--- src/rtl/cdb_arbiter_pkg.sv ---
// Shared CDB definitions: bus/data types, FU tag prefixes and requester count.
// No logic, so no latency.
// No flow control lives here.
package cdb_arbiter_pkg;

  // Requester order on the CDB: 0 ALU, 1 MUL, 2 DIV, 3 LSU.
  localparam int NUM_CDB_REQ = 4;

  // Upper 5 bits of an 8-bit tag identify the functional unit.
  localparam logic [4:0] FU_ALU_TAG = 5'd1;
  localparam logic [4:0] FU_MUL_TAG = 5'd2;
  localparam logic [4:0] FU_DIV_TAG = 5'd3;
  localparam logic [4:0] FU_LSU_TAG = 5'd4;

  typedef struct packed {
    logic [7:0]  tag;
    logic [31:0] val;
  } tagged_data_t;

  typedef struct packed {
    logic        valid;
    logic [7:0]  tag;
    logic [31:0] data;
  } cdb_bus_t;

  // Pointer width for an n-way round robin; never narrower than 1 bit.
  function automatic int ptr_w(input int n);
    return (n > 1) ? $clog2(n) : 1;
  endfunction

endpackage

--- src/rtl/cdb_arbiter_if.sv ---
// Requester/CDB bundle between the functional units and the CDB arbiter.
// No logic, so no latency.
// No backpressure: requesters hold req until they see their own grant.
interface cdb_arbiter_if
  import cdb_arbiter_pkg::*;
#(
  parameter int NUM_REQ = NUM_CDB_REQ
) ();

  logic               flush;
  logic [NUM_REQ-1:0] req_i;
  tagged_data_t       data_i [NUM_REQ];
  cdb_bus_t           cdb_o;
  logic [NUM_REQ-1:0] grant_o;
  logic               conflict_o;

  // Unit side: drives requests, watches the broadcast.
  modport master (
    output flush, req_i, data_i,
    input  cdb_o, grant_o, conflict_o
  );

  // Arbiter side.
  modport slave (
    input  flush, req_i, data_i,
    output cdb_o, grant_o, conflict_o
  );

endinterface

--- src/rtl/cdb_arbiter_rr_arbiter.sv ---
// Rotating-priority picker: first eligible index at or after rr_ptr, with wrap.
// Combinational winner; rr_ptr advances past the winner at the clock edge.
// No backpressure; an empty eligible vector leaves rr_ptr untouched.
module rr_arbiter
  import cdb_arbiter_pkg::*;
#(
  parameter int N = NUM_CDB_REQ,
  localparam int PW = ptr_w(N)
) (
  input  logic         clk,
  input  logic         rst,
  input  logic [N-1:0] eligible,
  output logic [N-1:0] winner,
  output logic         any_grant
);

  logic [PW-1:0] rr_ptr;
  logic [PW-1:0] next_ptr;
  logic [N-1:0]  rot;
  logic [N-1:0]  low;

  // Rotate so rr_ptr sits at bit 0, keep the lowest set bit, rotate back.
  assign rot       = N'({eligible, eligible} >> rr_ptr);
  assign low       = rot & (~rot + N'(1));
  assign winner    = N'(({low, low} << rr_ptr) >> N);
  assign any_grant = |eligible;

  // Pointer moves to the slot just after the winner.
  always_comb begin
    next_ptr = rr_ptr;
    for (int j = 0; j < N; j++) begin
      if (winner[j]) next_ptr = PW'((j + 1) % N);
    end
  end

  // Pointer register; only a real grant moves it.
  always_ff @(posedge clk or negedge rst) begin
    if (!rst)           rr_ptr <= '0;
    else if (any_grant) rr_ptr <= next_ptr;
  end

endmodule

--- src/rtl/cdb_arbiter.sv ---
// CDB arbiter: grants one requester per cycle and registers its tag/data onto the CDB.
// One cycle: a request sampled at edge N is on cdb_o for the cycle after edge N.
// No backpressure; last owner is masked one cycle, flush suppresses the edge.
// Optional CDB_PERF_EN adds perf_busy_o / perf_conflict_o counters.
module cdb_arbiter
  import cdb_arbiter_pkg::*;
#(
  parameter int NUM_REQ = NUM_CDB_REQ
) (
  input  logic          clk,
  input  logic          rst,
  cdb_arbiter_if.slave  bus
`ifdef CDB_PERF_EN
  ,
  output logic [31:0]   perf_busy_o,
  output logic [31:0]   perf_conflict_o
`endif
);

  logic [NUM_REQ-1:0] eligible;
  logic [NUM_REQ-1:0] winner;
  logic [NUM_REQ-1:0] grant_q;
  logic               any_grant;
  logic               multi;
  logic               conflict_q;
  tagged_data_t       win_dat;
  cdb_bus_t           cdb_q;

  // Current owner sits out one cycle so it can drop req without a duplicate beat.
  assign eligible = bus.req_i & ~grant_q & {NUM_REQ{~bus.flush}};
  assign multi    = $countones(eligible) > 1;

  rr_arbiter #(.N(NUM_REQ)) u_rr (
    .clk       (clk),
    .rst       (rst),
    .eligible  (eligible),
    .winner    (winner),
    .any_grant (any_grant)
  );

  // One-hot select of the winner's tag/value.
  always_comb begin
    win_dat = '0;
    for (int j = 0; j < NUM_REQ; j++) begin
      if (winner[j]) win_dat = bus.data_i[j];
    end
  end

  // Output beat; tag/data hold on idle cycles, reset drops any beat at once.
  always_ff @(posedge clk or negedge rst) begin
    if (!rst) begin
      cdb_q      <= '0;
      grant_q    <= '0;
      conflict_q <= 1'b0;
    end else if (any_grant) begin
      cdb_q.valid <= 1'b1;
      cdb_q.tag   <= win_dat.tag;
      cdb_q.data  <= win_dat.val;
      grant_q     <= winner;
      conflict_q  <= multi;
    end else begin
      cdb_q.valid <= 1'b0;
      grant_q     <= '0;
      conflict_q  <= 1'b0;
    end
  end

  assign bus.cdb_o      = cdb_q;
  assign bus.grant_o    = grant_q;
  assign bus.conflict_o = conflict_q;

`ifdef CDB_PERF_EN
  // Busy/conflict counters; flush already empties eligible so it never counts.
  always_ff @(posedge clk or negedge rst) begin
    if (!rst) begin
      perf_busy_o     <= '0;
      perf_conflict_o <= '0;
    end else begin
      if (any_grant) perf_busy_o <= perf_busy_o + 32'd1;
      if (multi)     perf_conflict_o <= perf_conflict_o + 32'd1;
    end
  end
`endif

endmodule

--- src/flat_wrapper.sv ---
// flat-port wrapper written by rule: the top's interface ports become plain ports
module cdb_arbiter_flat import cdb_arbiter_pkg::*;
#(
  parameter int NUM_REQ = NUM_CDB_REQ
)
  (clk, rst, bus_flush, bus_req_i, bus_data_i, bus_cdb_o, bus_grant_o, bus_conflict_o);
  cdb_arbiter_if #(.NUM_REQ(NUM_REQ)) bus_i ();
  input  logic clk;
  input  logic rst;
  input wire logic [$bits(bus_i.flush)-1:0] bus_flush;
  input wire logic [$bits(bus_i.req_i)-1:0] bus_req_i;
  input wire logic [$bits(bus_i.data_i)-1:0] bus_data_i;
  output wire logic [$bits(bus_i.cdb_o)-1:0] bus_cdb_o;
  output wire logic [$bits(bus_i.grant_o)-1:0] bus_grant_o;
  output wire logic [$bits(bus_i.conflict_o)-1:0] bus_conflict_o;
  assign bus_i.flush = bus_flush;
  assign bus_i.req_i = bus_req_i;
  assign bus_i.data_i = {>>{bus_data_i}};
  assign bus_cdb_o = bus_i.cdb_o;
  assign bus_grant_o = bus_i.grant_o;
  assign bus_conflict_o = bus_i.conflict_o;
  cdb_arbiter #(.NUM_REQ(NUM_REQ)) u_core (.clk(clk), .rst(rst), .bus(bus_i));
endmodule
--- config.mk ---
export PLATFORM = sky130hd
export DESIGN_NAME = cdb_arbiter_flat
export DESIGN_NICKNAME = d
export VERILOG_FILES = /design/src/rtl/cdb_arbiter_pkg.sv /design/src/rtl/cdb_arbiter_if.sv /design/src/rtl/cdb_arbiter_rr_arbiter.sv /design/src/rtl/cdb_arbiter.sv /design/src/flat_wrapper.sv
export SDC_FILE = /design/constraint.sdc
export NUM_CORES = 1
export LEC_CHECK = 0
export ABC_AREA = 1
export BUFFER_PORTS_ARGS = -buffer_cell sky130_fd_sc_hd__buf_2
export CORE_ASPECT_RATIO = 0.8
export CORE_MARGIN = 5
export CORE_UTILIZATION = 45
export CTS_BUF_LIST = sky130_fd_sc_hd__clkbuf_4 sky130_fd_sc_hd__clkbuf_8
export DETAILED_ROUTE_END_ITERATION = 10
export GPL_TIMING_DRIVEN = 0
export PLACE_DENSITY = 0.83
export SYNTH_ARGS = -nofsm -noshare
export SYNTH_HDL_FRONTEND = slang
export SYNTH_SLANG_ARGS = --single-unit
--- constraint.sdc ---
create_clock -name clk -period 2.68 [get_ports clk]
set_clock_uncertainty 0.2 [all_clocks]
set_input_delay 0.402 -clock clk [delete_from_list [all_inputs] [get_ports clk]]
set_output_delay 0.402 -clock clk [all_outputs]
set_load 0.02 [all_outputs]
== Word-level counts from Yosys, hierarchy flattened ==
Cells that the tools add are included.
Word-level totals
  input port bits: 167
  flip-flop bits (word level): 48
Cells by class
  shifts and indexed selects: 2
  bitwise logic cells: 6
  muxes and demuxes: 11
  reduce and logical (&&, ||, !) cells: 3
  order comparisons: 1
  add/subtract/negate cells: 4
Operators with widths (count)
  two-way mux 40 bit: 4
  adder 32 bit: 1
  greater-than comparator 32 x 2 -> 1 bit (second input constant): 1
  bitwise AND 4 bit: 3
  two-way mux 2 bit: 4
  NOT 4 bit: 2
  left shift 8 x 2 -> 8 bit: 1
  right shift 8 x 2 -> 4 bit: 1
  adder 1 x 1 -> 2 bit: 2
  adder 4 x 1 -> 4 bit (second input constant): 1
  two-way mux 4 bit: 1
  nonzero test 4 bit: 1
  OR reduction 4 bit: 1
  two-way mux 1 bit: 2
  AND reduction 2 bit: 1
  NOT 1 bit: 1

== Logic depth before layout (Yosys ltp) ==
  depth in word-level cells: 12
  depth in mapped cells: 16
  mapped depth without buffers: 14

== Cells and area by module ==
Synthesis repeated with hierarchy kept, for this count alone.
Second synthesis, totals
  cell total of the unflattened synthesis: 616
  area, all modules: 3611.0 µm²
By module, submodules not included
  cdb_arbiter: seq. area each 1151.1 µm², area each 3221.8 µm², instances 1, cells an instance 549
  rr_arbiter: seq. area each 50.0 µm², area each 389.1 µm², instances 1, cells an instance 67

== Worst setup path after synthesis ==
Ideal clock, no wire load.
  path kind: register to register
  from: register u_core.grant_q[0] (netlist: u_core.bus.grant_o[0])
  to: register u_core.cdb_q (netlist bit u_core.bus.cdb_o[0])
  slack: 0.632 ns
  stages on the path, launching flop included: 17
  arrival time: 1.732 ns
  clock period less this slack: 2.048 ns
  required time: 2.364 ns
  setup time: 0.116 ns
  path through: dfrtp_1 -> nor2_1 -> nand3_1 -> nand2_1 -> nand2_1 -> nand2_2 -> inv_1 -> o21ai_1 -> nand2_1 -> nand2_1 -> nand2_1 -> buf_4 -> buf_6 -> o21ai_1 -> inv_1 -> nand2_1 -> nand2_1
On the way
  cells in the longest elaborated chain, start to end: 12
RTL lines
  start, declared: RTL line cdb_arbiter.sv:22  | logic [NUM_REQ-1:0] grant_q;
  start signal, assigned: RTL line cdb_arbiter.sv:59  | grant_q <= winner;
  NOT 4 bit *: RTL line cdb_arbiter.sv:30  | assign eligible = bus.req_i & ~grant_q & {NUM_REQ{~bus.flush}};
  bitwise AND 4 bit * (2 in a row): RTL line cdb_arbiter.sv:30
  right shift 8 x 2 -> 4 bit: RTL line cdb_arbiter_rr_arbiter.sv:23  | assign rot = N'({eligible, eligible} >> rr_ptr);
  NOT 4 bit: RTL line cdb_arbiter_rr_arbiter.sv:24  | assign low = rot & (~rot + N'(1));
  adder 4 x 1 -> 4 bit: RTL line cdb_arbiter_rr_arbiter.sv:24
  bitwise AND 4 bit: RTL line cdb_arbiter_rr_arbiter.sv:24
  left shift 8 x 2 -> 8 bit: RTL line cdb_arbiter_rr_arbiter.sv:25  | assign winner = N'(({low, low} << rr_ptr) >> N);
  two-way mux 40 bit (4 in a row): RTL line cdb_arbiter.sv:45  | if (winner[j]) win_dat = bus.data_i[j];
  end, declared: RTL line cdb_arbiter.sv:27  | cdb_bus_t cdb_q;
Every way passes the cells marked *; elsewhere a longest branch is shown, timed or not.
A chain may end at the register's enable or synchronous reset.

== Worst setup path in the final report ==
  from: register u_core.grant_q[0] (netlist: u_core.bus.grant_o[0])
  to: register u_core.cdb_q (netlist bit u_core.bus.cdb_o[27])
The elaborated chain is that of the path after synthesis.

==> results.json <==
{
  "grt_max_degree": 49,
  "hp-class": "input port to asynchronous set/reset pin",
  "p_int_uw": 3010,
  "drt-total-wl_mm": 13.8,
  "yosys_register_bits": 48,
  "tightest_slew_ns": 1.06,
  "regArea_sq_mm": 0.00120,
  "final_util": 0.620,
  "synth_area_sq_mm": 0.00357,
  "antenna_found_initial": 0,
  "fp.dieArea_sq_mm": 0.00982,
  "multi_input_area_sq_mm": 0.00194,
  "yosysTopAreaCellShare": 0.336,
  "cts_tree": "done",
  "synth_most_common_cell": "nand2_1",
  "power_frac_comb": 0.742,
  "synth_cell_type_count": 20,
  "ys.flop_type": "dfrtp_1",
  "clockRootBuffer": "clkbuf_8",
  "hpwl_mm": 10.8,
  "numPortBuffers": 212,
  "cts_setup_buffers": 0,
  "fin_nets": 941,
  "place_ws_ns": 0.0340,
  "grt_use_total": 0.271,
  "powerDensity_mw_per_mm2": 1410,
  "initialDrtViolationCount": 509,
  "final_max_slew_viol_count": 0,
  "drc": 0,
  "die_w_um": 110,
  "clk_latency_ns": 0.29,
  "r2r-start": "u_core.bus.grant_o[0]",
  "rows": 29,
  "drt_pass1_iterations": 7,
  "syn_to_final_growth_pct": 36.2,
  "clockPowerShare": 0.066,
  "reg2reg_slack_ns": 0.17,
  "fmax_mhz": 398,
  "ff2ff_path_depth": 8,
  "worst_ep_required_time_ns": 2.66,
  "gr-total-overflow": 0,
  "seq_power_share": 0.192,
  "ys_warn_count": 0,
  "synth_largest_area_cell": "dfrtp_1",
  "clockBufferDepth": 2,
  "antenna_cells": 0,
  "ctsHoldBuffers": 0,
  "async_flop_share": 1.00,
  "cts_resized": 0,
  "design_area_sq_mm": 0.00486,
  "swShare": 0.562,
  "synth_nets": 722,
  "grt_pass1_vias": 4561,
  "placed_cell_area_sq_mm": 0.00477,
  "die_y_um": 89.7,
  "syn_inst": 550,
  "switchingPower_uw": 3860,
  "fill_cells": 752,
  "critPathKind": "register to register",
  "path_clk_slew_ns": 0.08,
  "cts_made_buffers": 5,
  "vias": 4808,
  "ios": 213,
  "syn_avg_cell_area_sq_um": 6.49,
  "critPathArrivalTime_ns": 2.49,
  "ant_nets": 0,
  "final-setup-viol-count": 0,
  "worstSetupEndpointType": "register",
  "drive_gt1_frac": 0.339,
  "status": "completed",
  "cp_max_fo": 10,
  "leakagePower_uw": 0.00282,
  "clkSinkCount": 48,
  "grt_pass1_wl_mm": 21.1,
  "synthTopCellsByArea": "dfrtp_1, nand3_1, nand2_1",
  "ir_worst_vdd_v": 0.000558,
  "rsz0062_at_grt": "false",
  "critPathLaunchType": "register",
  "maxSlewHeadroom": 0.291,
  "synth_edf_count": 0,
  "layout_setup_ws_ns": 0.169,
  "start_util": 0.455,
  "wire_per_inst_um": 15.7,
  "coreArea_sq_mm": 0.00784,
  "fin_crit_ns": 2.51,
  "hold_violations": 0,
  "viasPerCell": 5.48,
  "synth_seq_area_share": 0.336,
  "ys_top_cells_by_count": "nand2_1, nand3_1, inv_1, dfrtp_1, nand4_1",
  "r2r-end": "u_core.bus.cdb_o[27]",
  "gp_congestion": 0.845,
  "fin_setup_tns_ns": 0,
  "htreeDepth": 2,
  "finalCritPeriodShare": 0.937,
  "drv_cap": 0
}
[sequential cells by signal (all words and copies together) (netlist names)]
register / flops
u_core.bus.cdb_o: 41
u_core.u_rr.rr_ptr: 2
u_core.bus.grant_o: 4
u_core.bus.conflict_o: 1
[logic make-up (layout without fill, tap and decap cells)]
logic type / Yosys count / count (layout) / synth area share
buffers and inverters: 98 / 317 / 0.121
adders and majority gates: 5 / 5 / 0.0196
DFF: 48 / 48 / 0.336
AOI/OAI and AO/OA: 43 / 43 / 0.0610
and+or+nand+nor: 356 / 356 / 0.462
[area by class of cell]
class,count,share of cell area
well taps,108,0.0278
multi-input cells,404,0.398
plain buffers,43,0.0466
flip-flops and latches,48,0.247
inverters,55,0.0425
clock buffers,7,0.0198
repair buffers,212,0.218
[critical path, cell delays in order, from the launching register on]
cell,delay [ns]
dfrtp_1,0.38
nor2_1,0.18
nand2_1,0.14
ha_1,0.22
nand2_1,0.32
clkinv_1,0.42
clkbuf_1,0.36
nand2_1,0.13
nand2_1,0.06
[metal layers]
metal / global-route usage / wire length, um / part of all wire / up-vias
met3: 0.0643 / 1540 / 0.11 / 32
met4: 0.0895 / 314 / 0.023 / 0
li1: - / - / - / 2286
met5: 0 / 0 / 0 / -
met1: 0.348 / 5420 / 0.39 / 2174
met2: 0.452 / 6530 / 0.47 / 316
[cell usage in the layout (no fill, tap or decap)]
cell and count:
dfrtp_1 48, o21ai_0 10, buf_6 3, inv_1 51, nand4_1 45, o21bai_1 1
nor2_1 6, nand3_2 2, o21ai_1 32, ha_1 4, clkbuf_1 8, clkinv_1 1
nand2_2 1, inv_2 3, nor2_2 1, buf_4 1, buf_2 243, clkbuf_8 7
nand2_1 156, nand3_1 145, fa_1 1
[how the worst max path moves through the flow]
stage,start,to,slack [ns],depth (start not counted)
6_report,u_core.bus.grant_o[0],u_core.bus.cdb_o[27],0.17,8
5_1_grt,u_core.bus.grant_o[1],u_core.bus.cdb_o[15],0.001,8
3_3_place_gp,bus_flush,u_core.bus.cdb_o[23],0.11,9
3_5_place_dp,bus_flush,u_core.bus.cdb_o[15],0.03,9
4_1_cts,u_core.bus.grant_o[0],u_core.bus.cdb_o[15],0.20,8
2_1_floorplan,u_core.bus.grant_o[0],u_core.bus.cdb_o[0],0.63,16
[through the flow]
stage                     hold WS [ns]  instances  power [uW]
after floorplan                -0.0936        550        4840
after global placement           0.260        870        6180
after detailed placement         0.265        870        6340
after CTS                        0.143        877        6820
after global routing             0.186        877        7500
final                           0.0978        877        6870
[power by group through the flow]
stage,clock network [uW],registers (uW),logic (uW)
3_3_place_gp,0,1310,4870
3_5_place_dp,0,1310,5030
2_1_floorplan,0,1710,3130
4_1_cts,473,1310,5030
5_1_grt,509,1350,5630
6_report,456,1320,5100
Note: power is estimated with default switching activity, not from simulation.
